**config.mk**
```make
export PLATFORM = sky130hd
export DESIGN_NAME = bus_requester
export DESIGN_NICKNAME = d
export VERILOG_FILES = /design/src/rtl/bus_requester.sv
export SDC_FILE = /design/constraint.sdc
export NUM_CORES = 1
export LEC_CHECK = 0
export ABC_AREA = 1
export CORE_AREA = 5 5 64 66
export DETAILED_ROUTE_END_ITERATION = 6
export DIE_AREA = 0 0 69 71
export GPL_TIMING_DRIVEN = 0
export PLACE_DENSITY = 0.76
export SLEW_MARGIN = 40
export SYNTH_ARGS = -nofsm -noshare
export SYNTH_HDL_FRONTEND = slang
export SYNTH_SLANG_ARGS = --single-unit
```
**constraint.sdc**
```tcl
create_clock -name clk -period 1.99 [get_ports clk]
set_clock_uncertainty 0.05 [all_clocks]
set_input_delay 0.4975 -clock clk [delete_from_list [all_inputs] [get_ports clk]]
set_output_delay 0.4975 -clock clk [all_outputs]
set_load 0.01 [all_outputs]
```
**src/rtl/bus_requester.sv**
```systemverilog
// Bus requester: req/gnt handshake, then a len-word incrementing burst.
// Define BUS_REQUESTER_TIMEOUT_EN to abort with err after TIMEOUT grant-wait cycles.
module bus_requester #(
  parameter int DATA_W  = 8,
  parameter int TIMEOUT = 15
) (
  input  logic              clk,
  input  logic              rst,
  input  logic              start,
  input  logic [2:0]        len,
  input  logic [DATA_W-1:0] base,
  input  logic              gnt,
  output logic              req,
  output logic              bus_valid,
  output logic [DATA_W-1:0] bus_data,
  output logic              busy,
  output logic              done,
  output logic              err
);

  typedef enum logic [1:0] {IDLE, REQ, XFER, REL} state_t;

  state_t            state, state_n;
  logic [2:0]        len_q, len_n;
  logic [2:0]        cnt, cnt_n;
  logic [DATA_W-1:0] data_q, data_n;
  logic [DATA_W-1:0] bus_data_n;
  logic              req_n, valid_n, busy_n, done_n;

  if (TIMEOUT < 1 || TIMEOUT > 255) begin : g_bad_timeout
    $error("bus_requester: TIMEOUT must be 1..255");
  end

`ifdef BUS_REQUESTER_TIMEOUT_EN
  localparam logic [7:0] WAIT_LAST = 8'(TIMEOUT - 1);
  logic [7:0] wcnt, wcnt_n;
  logic       err_q, err_n;
  assign err = err_q;
`else
  assign err = 1'b0;
`endif

  always_comb begin
    state_n    = state;
    len_n      = len_q;
    cnt_n      = cnt;
    data_n     = data_q;
    bus_data_n = bus_data;
    req_n      = req;
    valid_n    = 1'b0;
    busy_n     = busy;
    done_n     = 1'b0;
`ifdef BUS_REQUESTER_TIMEOUT_EN
    wcnt_n     = wcnt;
    err_n      = 1'b0;
`endif
    unique case (state)
      IDLE: begin
        if (start && len != 3'd0) begin
          state_n = REQ;
          len_n   = len;
          data_n  = base;
          cnt_n   = '0;
          req_n   = 1'b1;
          busy_n  = 1'b1;
`ifdef BUS_REQUESTER_TIMEOUT_EN
          wcnt_n  = '0;
`endif
        end
      end
      REQ: begin
        if (gnt) begin
          state_n    = XFER;
          valid_n    = 1'b1;
          bus_data_n = data_q;
          data_n     = data_q + DATA_W'(1);
          cnt_n      = cnt + 3'd1;
        end
`ifdef BUS_REQUESTER_TIMEOUT_EN
        else if (wcnt == WAIT_LAST) begin
          state_n = REL;
          req_n   = 1'b0;
          done_n  = 1'b1;
          err_n   = 1'b1;
        end else begin
          wcnt_n  = wcnt + 8'd1;
        end
`endif
      end
      XFER: begin
        // last word leaves regardless of gnt; stalls only hold
        if (cnt == len_q) begin
          state_n = REL;
          req_n   = 1'b0;
          done_n  = 1'b1;
        end else if (gnt) begin
          valid_n    = 1'b1;
          bus_data_n = data_q;
          data_n     = data_q + DATA_W'(1);
          cnt_n      = cnt + 3'd1;
        end
      end
      REL: begin
        state_n = IDLE;
        busy_n  = 1'b0;
      end
      default: state_n = IDLE;
    endcase
  end

  always_ff @(posedge clk) begin
    if (rst) begin
      state     <= IDLE;
      len_q     <= '0;
      cnt       <= '0;
      data_q    <= '0;
      bus_data  <= '0;
      req       <= 1'b0;
      bus_valid <= 1'b0;
      busy      <= 1'b0;
      done      <= 1'b0;
`ifdef BUS_REQUESTER_TIMEOUT_EN
      wcnt      <= '0;
      err_q     <= 1'b0;
`endif
    end else begin
      state     <= state_n;
      len_q     <= len_n;
      cnt       <= cnt_n;
      data_q    <= data_n;
      bus_data  <= bus_data_n;
      req       <= req_n;
      bus_valid <= valid_n;
      busy      <= busy_n;
      done      <= done_n;
`ifdef BUS_REQUESTER_TIMEOUT_EN
      wcnt      <= wcnt_n;
      err_q     <= err_n;
`endif
    end
  end

endmodule

```
### After elaboration in Yosys (flattened, before gate mapping)

Cells that the tools add are included.

| storage, ports and cells | value |
|---|---|
| bits in registers | 28 |
| bits of input ports | 15 |
| output and inout port bits | 13 |
| word-level logic and storage cells | 57 |

| operators by class | value |
|---|---|
| add/subtract/negate cells | 2 |
| equality and inequality tests | 8 |
| mux-type cells | 23 |
| bitwise operators | 1 |
| reductions and logical operators | 14 |

Operators by type and width:

| cell | number |
|---|---|
| 8-bit 2-to-1 mux | 5 |
| 8-bit case mux with 3 select lines | 1 |
| 8-bit case mux with 2 select lines | 1 |
| 3-bit 2-to-1 mux | 3 |
| 3-bit case mux with 3 select lines | 1 |
| 3-bit AND reduction | 3 |
| 8-bit by 1-bit adder with 8-bit output (second input constant) | 1 |
| 2-bit != test (second input constant) | 4 |
| 2-bit case mux with 4 select lines | 1 |
| 2-bit 2-to-1 mux | 3 |
| 1-bit case mux with 2 select lines | 3 |
| 2-bit AND reduction | 3 |
| 2-bit nonzero test | 3 |
| 3-bit nonzero test | 2 |
| 1-bit 2-to-1 mux | 5 |
| 2-bit equality test (second input constant) | 2 |
| 3-bit by 1-bit adder with 3-bit output (second input constant) | 1 |
| 3-bit equality test | 1 |
| 2-bit by 1-bit equality test with 1-bit output (second input constant) | 1 |
| 2-bit zero test | 1 |
| 2-bit OR reduction | 1 |
| 1-bit logical AND | 1 |
| 1-bit NOT | 1 |

### Longest topological paths before layout

| logic depth | value |
|---|---|
| word-level depth | 4 |
| depth in mapped cells | 9 |
| mapped depth without buffers | 9 |

### Least setup slack after synthesis

No wires, ideal clock.

| path | value |
|---|---|
| path kind | reg2reg |
| start point | register state[0] |
| end point | register data_q[5] |
| library setup time | 112 ps |
| arrival time | 1545 ps |
| data required time | 1828 ps |
| slack | 283 ps |
| stages on the path, launching flop included | 9 |
| buffers on the path | 1 |
| period minus slack after synthesis | 1707 ps |
| path through | dfxtp_1 > inv_1 > ha_1 > o21a_1 > a21oi_2 > nand2_4 > buf_6 > nor2_2 > nor2_1 |

| on the way | value |
|---|---|
| longest elaborated chain between the ends | 3 |
| elaborated cells on any way between the ends | 8 |
| classes of those cells | 4 x eq/ne; 1 x mux; 3 x reduce/logical |

RTL lines:

| element | RTL line | source |
|---|---|---|
| start, declared | 23 | `state_t state, state_n;` |
| start signal, assigned | 127 | `state <= state_n;` |
| 2-bit equality test, or another cell as far along | 57 | `unique case (state)` |
| 2-bit != test (no source line) / 3-bit nonzero test (equally long branches) | -- |  |
| 3-bit AND reduction (no source line) | -- |  |
| end signal, assigned | 130 | `data_q <= data_n;` |
| end, declared | 26 | `logic [DATA_W-1:0] data_q, data_n;` |

Several ways; a longest one is shown, not always the timed one.
A chain may end at the register's enable or synchronous reset.

### Final worst setup path

| path | value |
|---|---|
| start point | register state[0] |
| end point | register data_q[2] |

Same word-level chain as after synthesis.

==> flow_summary_export.csv <==
group,metric,value,unit
outcome,status,"finished, final reports clean",
synth,yosysTopAreaCell,"dfxtp_1",
synth,ys_ff_latch,28,
timing,rsz0062_at_grt,"no",
synth,async_reset_ff_share,0,%
synth,syn_inst,217,
pwr,power_frac_clock,11.0,%
finish,fillers,367,
placement,placed_cells,291,
placement,io_buffers,26,
critical_path,r2r-start,"state[0]",
timing,setup_tns,0,ps
finish,stdcell_count,296,
floorplan,dieArea,4899,um2
floorplan,fp.dieW,69,um
synth,synth_most_common_cell,"nand2_1",
synth,ys_seq_area_share,37.81,%
finish,syn_to_final_growth,25.06,%
synth,yosys.area_share.simple,33.50,%
pwr,seqPwrFrac,34.1,%
critical_path,cp-start-kind,"flop",
floorplan,rows,22,
critical_path,endpoint_kind,"flop",
timing,setup_violations,0,
floorplan,core,3523,um2
synth,ys_warn_count,0,
route,drt-pass1-iter-count,5,
critical_path,required,2220,ps
clock_network,cts_tree,"yes",
floorplan,die_h,71,um
synth,synth.avg_cell_area,6.833,um2
clock_network,cts_sinks,28,
synth,ys_types,26,
timing,fin_crit_sh,92.08,%
clock_network,clk_pin_slew,150,ps
floorplan,initial_core_util,42.08,%
pwr,peakVddDrop,0.7812,mV
critical_path,crit_type,"flop to flop",
finish,diodes,0,
clock_network,cts_root_buf,"clkbuf_4",
route,post_drt_wl_per_cell,10.59,um
pwr,cellLeakagePower,0.8186,nW
synth,synth_top_family_by_area,"simple AND/OR/NAND/NOR gates",
timing,hold_viol,0,
route,drc,0,
route,vias_per_cell,4.730,
global_routing,antenna_found_initial,0,
placement,detailed_place_hpwl,2367,um
clock_network,cts_htree_levels,1,
worst_hold_path,hold_class,"flop to flop",
floorplan,io_pins,28,
global_routing,grt_max_degree,16,
finish,final_util,52.63,%
global_routing,grt_first_pass_wirelength,5416,um
synth,synth-compound-area-share,13.25,%
synth,synthesis.area,1483,um2
synth,ys_top_cells_by_area,"dfxtp_1, nand2_1, nor2_1, inv_1, nand3_1",
pwr,intPower,1.461,mW
synth,synthMuxAreaShare,0,%
synth,synthAdderAreaFrac,5.063,%
synth,synth_top_area_share,37.81,%
synth,synthXorXnorAreaFrac,1.097,%
global_routing,grtUsageTotal,13.10,%
clock_network,cts_buffers,3,
pwr,comb_power_share,54.9,%
timing,finalCriticalPeriod,1832,ps
global_routing,grt_pass1_vias,1276,
route,wl,3134,um
placement,place_ws,-176.9,ps
synth,synth_common_cells,"nand2_1, nor2_1, dfxtp_1",
synth,syn_nets,238,
timing,fmax,0.5457,GHz
route,detail-route-antenna-nets,0,
clock_network,clock_latency,340,ps
critical_path,cp-startpoint,"state[0]",
finish,nets,270,
pwr,p_per_area,1396,nW/um2
global_routing,gr-total-overflow,0,
critical_path,crit_arrival,2060,ps
critical_path,worst-path-max-fanout,10,
timing,setup_slack,157.6,ps
synth,ys.flop_type,"dfxtp_1",
placement,gp_congestion,0.8417,
pwr,p_sw,1.128,mW
flow_run,drv_cap,0,
route,vias,1400,
synth,synth_edf_count,0,
timing,maxSlewViolCount,0,
route,first_iter_violations,75,
finish,drive_gt1_share,8.871,%
pwr,switching_share,43.57,%
clock_network,clk_path_buf_depth,2,
timing,holdWs,425.9,ps
worst_hold_path,hp-start,"req",
[critical path, cell delays in order (launching register included)]
cell,delay (ps)
dfxtp_1,390
inv_1,90
ha_1,330
buf_4,190
inv_1,80
buf_2,210
nand2_1,100
o31ai_1,100
nand3_1,110
a21oi_1,130
[flip-flops by register name (all words and copies together), names as in the netlist]
signal / cells
bus_data: 8
busy: 1
cnt: 3
len_q: 3
req: 1
data_q: 8
state: 2
bus_valid: 1
done: 1
[placed cells by master (no fill, tap or decap), types with 2 or more instances in the layout]
cell,synthesis,routed
nand2_1,58,58
nor2_1,31,31
dfxtp_1,28,28
clkdlybuf4s50_1,0,26
inv_1,24,24
nand3_1,16,16
a21oi_1,14,14
o21ai_0,14,14
ha_1,6,6
buf_4,2,3
nand4_1,3,3
nor2_2,3,3
clkbuf_4,0,3
buf_2,2,2
a21oi_2,3,2
[worst paths after layout]
check | end | slack, ps | cells past startpoint
hold reg to reg | req | 430 | 2
hold / removal | req | 430 | 2
setup reg to reg | data_q[2] | 160 | 9
setup / recovery | data_q[2] | 160 | 9
[area by class of cell]
type / instances / area (um2) / area share, %
buffer: 6 / 40.04 / 2.159
clock buffer: 4 / 36.28 / 1.957
inverter: 25 / 93.84 / 5.061
multi-input combinational: 158 / 795.8 / 42.91
sequential: 28 / 560.5 / 30.23
tap: 48 / 60.06 / 3.239
timing repair buffer: 27 / 267.8 / 14.44
[power groups by stage]
stage	clock (mW)	sequential, mW	combinational (mW)
after floorplan	0	0.908	0.969
after global placement	0	0.891	1.36
after detailed placement	0	0.900	1.38
after CTS	0.298	0.884	1.39
after global routing	0.315	0.910	1.62
final	0.285	0.882	1.42
[per-layer routing]
metal / track usage (%) / vias up / wire length, um
met5: 0 / - / 0
met4: 4.555 / 0 / 61
met3: 3.835 / 9 / 160
met2: 22.35 / 33 / 1530
met1: 15.70 / 605 / 1381
li1: - / 753 / -
[kinds of logic (layout without fill, tap and decap cells)]
| group | count (synthesis) | in the layout |
|---|---|---|
| buf+inv | 31 | 62 |
| fa+ha+maj | 6 | 6 |
| simple gates | 115 | 115 |
| compound gates | 35 | 35 |
| other cells | 1 | 1 |
| xor+xnor | 1 | 1 |
| flops | 28 | 28 |
[per-stage QoR]
| stage | power, mW | area (um2) |
|---|---|---|
| final | 2.588 | 1854 |
| after global routing | 2.841 | 1854 |
| after CTS | 2.569 | 1839 |
| after detailed placement | 2.276 | 1803 |
| after global placement | 2.250 | 1803 |
| after floorplan | 1.877 | 1483 |
[timing repair]
action,CTS,global route
gates resized for setup,0,1
buffers inserted,0,1
setup endpoints to repair,0,10
endpoints found under the hold margin,0,0
hold buffers,0,0
Power figures use the tool's default switching activity.
